===== src/rtl/load_store_unit.sv =====
`default_nettype none
// ============================================================================
// Module      : load_store_unit
// Description : RV32I load/store execution. Drives a single-outstanding
//               req/ack data bus with byte strobes and replicated store data,
//               and returns aligned, sign/zero-extended load data.
// Revision    : 1.0 - initial release
// ============================================================================
module load_store_unit #(
  parameter int TIMEOUT = 255
) (
  input  logic        clk,
  input  logic        rst_n,
  input  logic        lsu_valid_i,
  output logic        lsu_ready_o,
  input  logic [31:0] addr_i,
  input  logic [31:0] store_data_i,
  input  logic        is_lb_i,
  input  logic        is_lh_i,
  input  logic        is_lw_i,
  input  logic        is_lbu_i,
  input  logic        is_lhu_i,
  input  logic        is_sb_i,
  input  logic        is_sh_i,
  input  logic        is_sw_i,
  output logic        mem_req_o,
  output logic        mem_we_o,
  output logic [31:0] mem_addr_o,
  output logic [3:0]  mem_wstrb_o,
  output logic [31:0] mem_wdata_o,
  input  logic        mem_ack_i,
  input  logic [31:0] mem_rdata_i,
  output logic        done_o,
  output logic [31:0] load_data_o,
  output logic        misaligned_o,
  output logic        bus_err_o
);

  localparam logic [1:0] S_IDLE = 2'd0;
  localparam logic [1:0] S_REQ  = 2'd1;
  localparam logic [1:0] S_RESP = 2'd2;

  // Loads are encoded below stores so "is load" is a single compare.
  localparam logic [3:0] OP_LB   = 4'd0;
  localparam logic [3:0] OP_LH   = 4'd1;
  localparam logic [3:0] OP_LW   = 4'd2;
  localparam logic [3:0] OP_LBU  = 4'd3;
  localparam logic [3:0] OP_LHU  = 4'd4;
  localparam logic [3:0] OP_SB   = 4'd5;
  localparam logic [3:0] OP_SH   = 4'd6;
  localparam logic [3:0] OP_SW   = 4'd7;
  localparam logic [3:0] OP_NONE = 4'd8;

  // Counter only needs to reach TIMEOUT-1; the abort fires on that cycle.
  localparam int CNT_W = (TIMEOUT > 1) ? $clog2(TIMEOUT) : 1;
  localparam logic [CNT_W-1:0] TO_LAST = (TIMEOUT > 0) ? CNT_W'(TIMEOUT - 1) : '0;

  logic [1:0]       state_q, state_d;
  logic [3:0]       op_q, op_d;
  logic [1:0]       off_q, off_d;
  logic [CNT_W-1:0] cnt_q, cnt_d;
  logic             req_q, req_d;
  logic             we_q, we_d;
  logic [31:0]      maddr_q, maddr_d;
  logic [3:0]       wstrb_q, wstrb_d;
  logic [31:0]      wdata_q, wdata_d;
  logic [31:0]      ldata_q, ldata_d;
  logic             mis_q, mis_d;
  logic             err_q, err_d;

  logic [3:0]       op_w;
  logic             mis_w;
  logic [3:0]       wstrb_w;
  logic [31:0]      wdata_w;
  logic [31:0]      ext_w;
  logic [7:0]       byte_w;
  logic [15:0]      half_w;

  // Priority decode of the op flags plus natural-alignment check.
  always_comb begin
    op_w = OP_NONE;
    if (is_lb_i)       op_w = OP_LB;
    else if (is_lh_i)  op_w = OP_LH;
    else if (is_lw_i)  op_w = OP_LW;
    else if (is_lbu_i) op_w = OP_LBU;
    else if (is_lhu_i) op_w = OP_LHU;
    else if (is_sb_i)  op_w = OP_SB;
    else if (is_sh_i)  op_w = OP_SH;
    else if (is_sw_i)  op_w = OP_SW;
    case (op_w)
      OP_LH, OP_LHU, OP_SH: mis_w = addr_i[0];
      OP_LW, OP_SW:         mis_w = |addr_i[1:0];
      default:              mis_w = 1'b0;
    endcase
  end

  // Store byte lanes and replicated write data (loads drive no strobes).
  always_comb begin
    wstrb_w = 4'b0000;
    wdata_w = 32'h0;
    case (op_w)
      OP_SB: begin
        wstrb_w = 4'b0001 << addr_i[1:0];
        wdata_w = {4{store_data_i[7:0]}};
      end
      OP_SH: begin
        wstrb_w = addr_i[1] ? 4'b1100 : 4'b0011;
        wdata_w = {2{store_data_i[15:0]}};
      end
      OP_SW: begin
        wstrb_w = 4'b1111;
        wdata_w = store_data_i;
      end
      default: ;
    endcase
  end

  // Lane extraction and extension of the returned read word.
  always_comb begin
    byte_w = mem_rdata_i[{off_q, 3'b000} +: 8];
    half_w = mem_rdata_i[{off_q[1], 4'b0000} +: 16];
    case (op_q)
      OP_LB:   ext_w = {{24{byte_w[7]}}, byte_w};
      OP_LH:   ext_w = {{16{half_w[15]}}, half_w};
      OP_LW:   ext_w = mem_rdata_i;
      OP_LBU:  ext_w = {24'h0, byte_w};
      OP_LHU:  ext_w = {16'h0, half_w};
      default: ext_w = 32'h0;
    endcase
  end

  // Next-state logic: IDLE -> REQ -> RESP -> IDLE, or IDLE -> RESP on no-op/misalign.
  always_comb begin
    state_d = state_q;
    op_d    = op_q;
    off_d   = off_q;
    cnt_d   = cnt_q;
    req_d   = req_q;
    we_d    = we_q;
    maddr_d = maddr_q;
    wstrb_d = wstrb_q;
    wdata_d = wdata_q;
    ldata_d = ldata_q;
    mis_d   = mis_q;
    err_d   = err_q;
    case (state_q)
      S_IDLE: begin
        if (lsu_valid_i) begin
          op_d  = op_w;
          off_d = addr_i[1:0];
          cnt_d = '0;
          if (op_w == OP_NONE) begin
            state_d = S_RESP;
          end else if (mis_w) begin
            mis_d   = 1'b1;
            state_d = S_RESP;
          end else begin
            req_d   = 1'b1;
            we_d    = (op_w >= OP_SB);
            maddr_d = {addr_i[31:2], 2'b00};
            wstrb_d = wstrb_w;
            wdata_d = wdata_w;
            state_d = S_REQ;
          end
        end
      end
      S_REQ: begin
        // Ack is checked first so it wins over a coincident timeout.
        if (mem_ack_i || ((TIMEOUT != 0) && (cnt_q == TO_LAST))) begin
          ldata_d = (mem_ack_i && !we_q) ? ext_w : 32'h0;
          err_d   = !mem_ack_i;
          req_d   = 1'b0;
          we_d    = 1'b0;
          maddr_d = 32'h0;
          wstrb_d = 4'b0000;
          wdata_d = 32'h0;
          state_d = S_RESP;
        end else begin
          cnt_d = cnt_q + 1'b1;
        end
      end
      S_RESP: begin
        ldata_d = 32'h0;
        mis_d   = 1'b0;
        err_d   = 1'b0;
        state_d = S_IDLE;
      end
      default: state_d = S_IDLE;
    endcase
  end

  // State and output registers; reset drops any in-flight transaction.
  always_ff @(posedge clk or negedge rst_n) begin
    if (!rst_n) begin
      state_q <= S_IDLE;
      op_q    <= OP_NONE;
      off_q   <= 2'b00;
      cnt_q   <= '0;
      req_q   <= 1'b0;
      we_q    <= 1'b0;
      maddr_q <= 32'h0;
      wstrb_q <= 4'b0000;
      wdata_q <= 32'h0;
      ldata_q <= 32'h0;
      mis_q   <= 1'b0;
      err_q   <= 1'b0;
    end else begin
      state_q <= state_d;
      op_q    <= op_d;
      off_q   <= off_d;
      cnt_q   <= cnt_d;
      req_q   <= req_d;
      we_q    <= we_d;
      maddr_q <= maddr_d;
      wstrb_q <= wstrb_d;
      wdata_q <= wdata_d;
      ldata_q <= ldata_d;
      mis_q   <= mis_d;
      err_q   <= err_d;
    end
  end

  assign lsu_ready_o  = (state_q == S_IDLE);
  assign done_o       = (state_q == S_RESP);
  assign mem_req_o    = req_q;
  assign mem_we_o     = we_q;
  assign mem_addr_o   = maddr_q;
  assign mem_wstrb_o  = wstrb_q;
  assign mem_wdata_o  = wdata_q;
  assign load_data_o  = ldata_q;
  assign misaligned_o = mis_q;
  assign bus_err_o    = err_q;

endmodule
`default_nettype wire


===== config.mk =====
export PLATFORM = sky130hd
export DESIGN_NAME = load_store_unit
export DESIGN_NICKNAME = d
export VERILOG_FILES = /design/src/rtl/load_store_unit.sv
export SDC_FILE = /design/constraint.sdc
export NUM_CORES = 1
export LEC_CHECK = 0
export CORE_MARGIN = 1.5
export CORE_UTILIZATION = 48
export DETAILED_ROUTE_END_ITERATION = 10
export PLACE_DENSITY = 0.89
export SLEW_MARGIN = 40
export SYNTH_ARGS = -nofsm -noshare
export SYNTH_HDL_FRONTEND = slang
export SYNTH_SLANG_ARGS = --single-unit

===== constraint.sdc =====
create_clock -name clk -period 4.1 [get_ports clk]
set_clock_uncertainty 0.05 [all_clocks]
set_input_delay 0.615 -clock clk [delete_from_list [all_inputs] [get_ports clk]]
set_output_delay 0.615 -clock clk [all_outputs]
set_load 0.05 [all_outputs]

==> results.toml <==
[floorplan]
num_io_pins = 214
num_rows = 39
start_util = 0.493
die_area_um2 = 12400
die_h_um = 112
core_area_um2 = 11500
fp.dieW_um = 112

[route]
dr.pass1.iters = 5
avgViaCountPerCell = 6.04
drt_iter0_markers = 667
wl_per_cell_um = 19.7
wl_mm = 17.9
vias = 5500
ant_nets = 0
drc = 0

[setup_path]
worst-setup-path-type = "input pin to flop"
worst_path_max_delay_cell = "clkdlybuf4s50_1"
rrSetupSlack_ns = 1.42
critPathMaxStageDelay_ns = 0.69
critPathLaunch = "is_sh_i"
worst_setup_path_start_kind = "input pin"
critPathCaptureType = "flop"
timing.rr.start = "state_q[1]$_DFFE_PN0P_"
cp_max_fo = 69
crit_chain = "clkdlybuf4s50_1 -> nor4b_2 -> o2111ai_1 -> o2111a_2 -> buf_4 -> o311ai_1 -> o2bb2ai_1"
arrival_ns = 3.20
required_ns = 4.38

[final_layout]
num-nets-final = 864
n_fill_cell = 793
layout-drive-gt1-share = 0.0808
diodes = 0
finish.utilization = 0.738
syn2layout_area_growth_pct = 49.7

[sta]
finalSetupViolCount = 0
hold_viol = 0
worst_slew_pin_slew_ns = 0.851
slew_headroom = 0.431
fin_tns_setup_ns = 0
rsz0062_at_grt = "no"
fin_crit_sh = 0.713
slew_violations = 0
fin_ws_ns = 1.18
fmax_mhz = 342
period_needed_ns = 2.92

[clocking]
cts-buffers-inserted = 17
cts.path.max_buffers = 2
clock_sinks = 118
root_buffer = "clkbuf_16"
cts_resized = 0
clock_latency_ns = 0.41
cts_tree = "built"
htreeDepth = 4
cts_hold_buffers = 0
post_cts_buffers = 0
clk_pin_slew_worst_paths_ns = 0.05

[synthesis]
netlist-cell-type-count = 63
async_flop_share = 1.00
yosys.area_share.simple = 0.164
synth_ff_type = "dfrtp_1"
ys_warn_count = 0
syn-cell-area_um2 = 5650
synth_adder_area_share = 0.00443
synth_enable_flop_cells = 0
avgSynthCellArea_um2 = 10.2
synth_most_common_cell = "dfrtp_1"
synth_top_area_cell = "dfrtp_1"
synth_xor_area_frac = 0.00775
ys_ff_latch = 118
muxShareOfSynthArea = 0.0268
synth_commonest_cells = "dfrtp_1 (117), nand2_1 (101), a221o_1 (29), o21ai_0 (29), o21ai_1 (23)"
synth_top_area_frac = 0.518
synth_compound_area_frac = 0.235
synth_top_family_by_area = "compound AO/OA/AOI/OAI gates"
postSynthCellCount = 552
yosys-top-cells-area = "dfrtp_1 (52%), nand2_1 (6.7%), a221o_1 (5.1%)"
ys_seq_area_frac = 0.522

[place]
dp_slack_ns = 0.807
port_buffers = 211
gp_congestion = 0.904
hpwl_mm = 12.8

[grt]
antenna_found_initial = 0
track_usage = 0.292
grt_pass1_vias = 5598
gr-total-overflow = 0
grt_pass1_wl_mm = 28.9
grt_max_degree = 70

[power_and_ir_drop]
leakage_nw = 3.67
p_per_area_nw_per_um2 = 713
ir_drop_mv = 0.625

[min_path]
hold_path.class = "input pin to async pin"

[run]
drv_cap = 0

[run_status]
outcome = "complete, no violations"
[metal layers]
metal / wire length (µm) / GRT usage
met5: 0 / 0
met4: 582 / 0.124
met3: 1830 / 0.0795
met2: 8660 / 0.483
met1: 6840 / 0.363
[critical path: cells and delay by family]
family,cells,cell delay [ns]
AND/OR/NAND/NOR,1,0.13
buffers and inverters,2,1.21
AO/OA/AOI/OAI,4,1.22
[layout by cell type, fill, tap and decap left out, types with 3 or more instances in the layout]
cell type | synthesis | layout
a211o_1 | 13 | 13
a221o_1 | 29 | 29
o21bai_1 | 3 | 3
nor2b_1 | 7 | 7
nand2_1 | 101 | 101
a21oi_1 | 22 | 21
inv_1 | 9 | 9
o2bb2ai_1 | 5 | 5
xor2_1 | 4 | 4
o211ai_1 | 3 | 3
mux2_2 | 7 | 7
o21ai_1 | 23 | 23
a222oi_1 | 7 | 7
clkdlybuf4s50_1 | 0 | 210
nand2b_1 | 6 | 6
and2_1 | 20 | 20
buf_4 | 4 | 11
clkbuf_1 | 19 | 4
mux2i_1 | 5 | 5
nor4_1 | 6 | 6
dfrtp_1 | 117 | 117
bufinv_16 | 0 | 3
clkbuf_8 | 0 | 3
nand3_1 | 8 | 8
a22oi_1 | 13 | 13
a22o_1 | 9 | 9
clkinv_2 | 0 | 3
o21ai_0 | 29 | 29
clkbuf_16 | 0 | 17
nor2_1 | 16 | 16
nand4_1 | 5 | 5
[final cells by class]
type	count	area (µm²)	area share
flip-flops and latches	118	2950	0.349
multi-input cells	386	2500	0.295
repair buffers	222	2200	0.260
clock buffers	24	482	0.0569
well taps	143	179	0.0211
clock inverters	8	121	0.0143
inverters	9	33.8	0.00399
[worst paths after layout]
check | end | cells past startpoint
worst max-delay path | mem_wstrb_o[1]$_DFFE_PN0P_ | 7
worst min register to register | mem_req_o$_DFFE_PN0P_ | 1
worst max register to register | mem_wstrb_o[1]$_DFFE_PN0P_ | 6
min in group clk | mem_req_o$_DFFE_PN0P_ | 1
max in group asynchronous | mem_wdata_o[18]$_DFFE_PN0P_ | 2
worst min-delay path | load_data_o[16]$_DFFE_PN0P_ | 1
[where the power goes]
group | internal (mW) | switching [mW]
logic | 0.963 | 1.83
clock network | 1.00 | 0.521
registers | 1.48 | 0.241
[registers in the layout, indices dropped and copies added, names as in the netlist, 2 cells and up]
signal       cells
cnt_q            8
load_data_o     32
mem_addr_o      30
mem_wdata_o     32
mem_wstrb_o      4
off_q            2
op_q             4
state_q          2
[metrics by stage]
stage	cell area [µm²]	instances	hold WS (ns)	total power, mW
global route	8460	910	0.0994	6.30
CTS	8450	909	0.0833	6.04
finish	8460	910	0.0806	6.03
global placement	7840	876	0.411	4.41
floorplan	5660	553	0.269	3.53
detailed placement	7850	877	0.417	4.50
[cell families (layout without fill, tap and decap cells)]
logic type / after synthesis / in the layout
and+or+nand+nor: 187 / 187
AOI/OAI and AO/OA: 177 / 177
DFF: 118 / 118
buffers and inverters: 49 / 263
muxes: 13 / 13
xor gates and xnor gates: 5 / 5
adders and majority gates: 2 / 2
other: 1 / 2
Power figures use the tool's default switching activity.
==> variant (same flow settings) <==
Set the parameter `TIMEOUT` to 510 (it was 255).
--- a/src/rtl/load_store_unit.sv
+++ b/src/rtl/load_store_unit.sv
@@ -7,7 +7,7 @@
 // Revision    : 1.0 - initial release
 // ============================================================================
 module load_store_unit #(
-  parameter int TIMEOUT = 255
+  parameter int TIMEOUT = 510
 ) (
   input  logic        clk,
   input  logic        rst_n,
Behaviour: same outputs for any inputs over 4 cycles, from zero or initial values and one cycle with rst_n low; that may be too few to reach the edited logic, so the function may still have changed.
==> variant against the unedited design <==
- routed wire length increased by 0.52%
- non-clock buffer count decreased by 2
- worst setup slack got worse by 0.21 ns
- synthesized area increased by 3.2%
- first-iteration DRC count decreased by 28%
- cell count increased by 1.6%
- power about the same
- sequential cell count increased by 1
- fmax decreased by 6.6%
- core utilization decreased by 1.8 points
- design area increased by 1.4%
==> variant: results <==
metrics = {
    "clocking": {
        "cts_made_buffers": 17,
        "clock_latency_ns": 0.41,
        "htreeDepth": 4,
        "clockRootBuffer": "clkbuf_16",
        "clockBufferDepth": 2,
        "cts.clk_slew.worst_paths_ns": 0.06,
        "cts_resized": 0,
        "post_cts_buffers": 0,
    },
    "worst_setup_path": {
        "timing.rr.start": "state_q[0]",
        "r2r_setup_slack_ns": 1.47,
        "cp_top_family": "buffers and inverters",
        "cp_max_fo": 35,
        "slowest_delay_ns": 0.69,
        "regToRegEndpoint": "mem_wdata_o[9]",
        "crit_arrival_ns": 3.40,
        "worst_path_max_delay_cell": "clkdlybuf4s50_1",
        "ff2ff_path_depth": 6,
    },
    "cells_and_area": {
        "drive_above_1_share_pct": 9.25,
        "nets": 875,
        "n_antenna_cell": 0,
        "fill_cells": 828,
    },
    "place": {
        "routabilityCongestion": 0.911,
        "pre_cts_ws_ns": 0.614,
        "placed_area_mm2": 0.00800,
        "hpwlAfterDp_um": 12700,
        "portBuffers": 211,
    },
    "synth": {
        "synthArstFlopShare_pct": 100,
        "synth_ff_type": "dfrtp_1",
        "synth_warnings": 0,
        "synth_cell_type_count": 67,
        "ys_seq_area_share_pct": 51.1,
        "synth_common_cells": "dfrtp_1 (118), nand2_1 (76), o21ai_0 (44), nand3_1 (41), a21oi_1 (26)",
        "synth.area.top_cells": "dfrtp_1 (51%), nand2_1 (4.9%), a221o_1 (4.1%), mux2i_1 (4.1%), o21ai_0 (3.8%)",
    },
    "drt": {
        "dr.pass1.iters": 5,
        "drt_iter0_markers": 480,
        "wl_per_cell_um": 19.5,
        "avgViaCountPerCell": 5.98,
    },
    "global_routing": {
        "antenna_found_initial": 0,
        "grt_max_degree": 78,
        "track_usage_pct": 28.0,
        "grt_pass1_vias": 5511,
        "grt_pass1_wl_um": 28200,
    },
    "pwr": {
        "leakage_nw": 3.56,
        "ir_worst_vdd_mv": 0.513,
    },
    "min_path": {
        "hold_class": "in2async",
    },
    "run_status": {
        "status": "completed",
    },
    "sta": {
        "fmaxAchievable_mhz": 319,
        "slew_headroom_pct": 48.6,
    },
}
## variant: area by class of cell
class / instances / share of cell area (%)
multi-input cells: 397 / 30.5
repair buffers: 220 / 25.4
flip-flops and latches: 119 / 34.7
clock buffers: 18 / 5.00
clock inverters: 14 / 1.76
well taps: 147 / 2.14
inverters: 10 / 0.437
## variant: worst max path at each step
stage,start,to,cells past startpoint
floorplan,state_q[0],mem_wdata_o[19],6
global placement,is_sh_i,mem_wdata_o[12],7
detailed placement,is_sh_i,mem_wdata_o[9],7
CTS,is_sh_i,mem_wdata_o[9],7
global route,is_sh_i,mem_wdata_o[9],7
finish,is_sh_i,mem_wdata_o[9],7
## variant: stage by stage
step / hold WS [ns] / std cells / utilization [%]
after floorplan: 0.269 / 571 / -
after global placement: 0.410 / 893 / 67.1
after detailed placement: 0.423 / 893 / 67.2
after CTS: 0.200 / 925 / 72.0
after global routing: 0.231 / 925 / 72.0
final: 0.187 / 925 / 72.0
## variant: routing by layer
metal	GRT usage [%]	up-vias	part of all wire [%]
li1	-	2503	-
met1	34.8	2669	40
met2	47.5	325	49
met3	8.25	32	8.8
met4	8.50	0	1.6
met5	0	-	0
## variant: worst register-to-register path, cell delays in order, from the launching register on
cell     delay (ns)
dfrtp_1        0.43
nor2_1         0.23
and2_1         0.41
nand2_1        0.19
nor2_4         0.41
buf_4          0.52
mux2i_1        0.30
## variant: cell families (layout without fill, tap and decap cells)
logic type / Yosys count / after routing / share of synthesized area, %
compound gates: 173 / 173 / 21.6
xor+xnor: 5 / 5 / 0.751
fa+ha+maj: 2 / 2 / 0.429
buf+inv: 55 / 262 / 4.65
flops: 119 / 119 / 51.1
mux: 33 / 33 / 6.05
other cells: 1 / 2 / 0.0643
simple gates: 182 / 182 / 15.4
## variant: power breakdown
| part | total [mW] | switching (mW) | internal, mW |
|---|---|---|---|
| registers | 1.76 | 0.261 | 1.50 |
| logic | 2.81 | 1.83 | 0.986 |
| clock network | 1.46 | 0.558 | 0.898 |
| total | 6.03 | 2.65 | 3.39 |
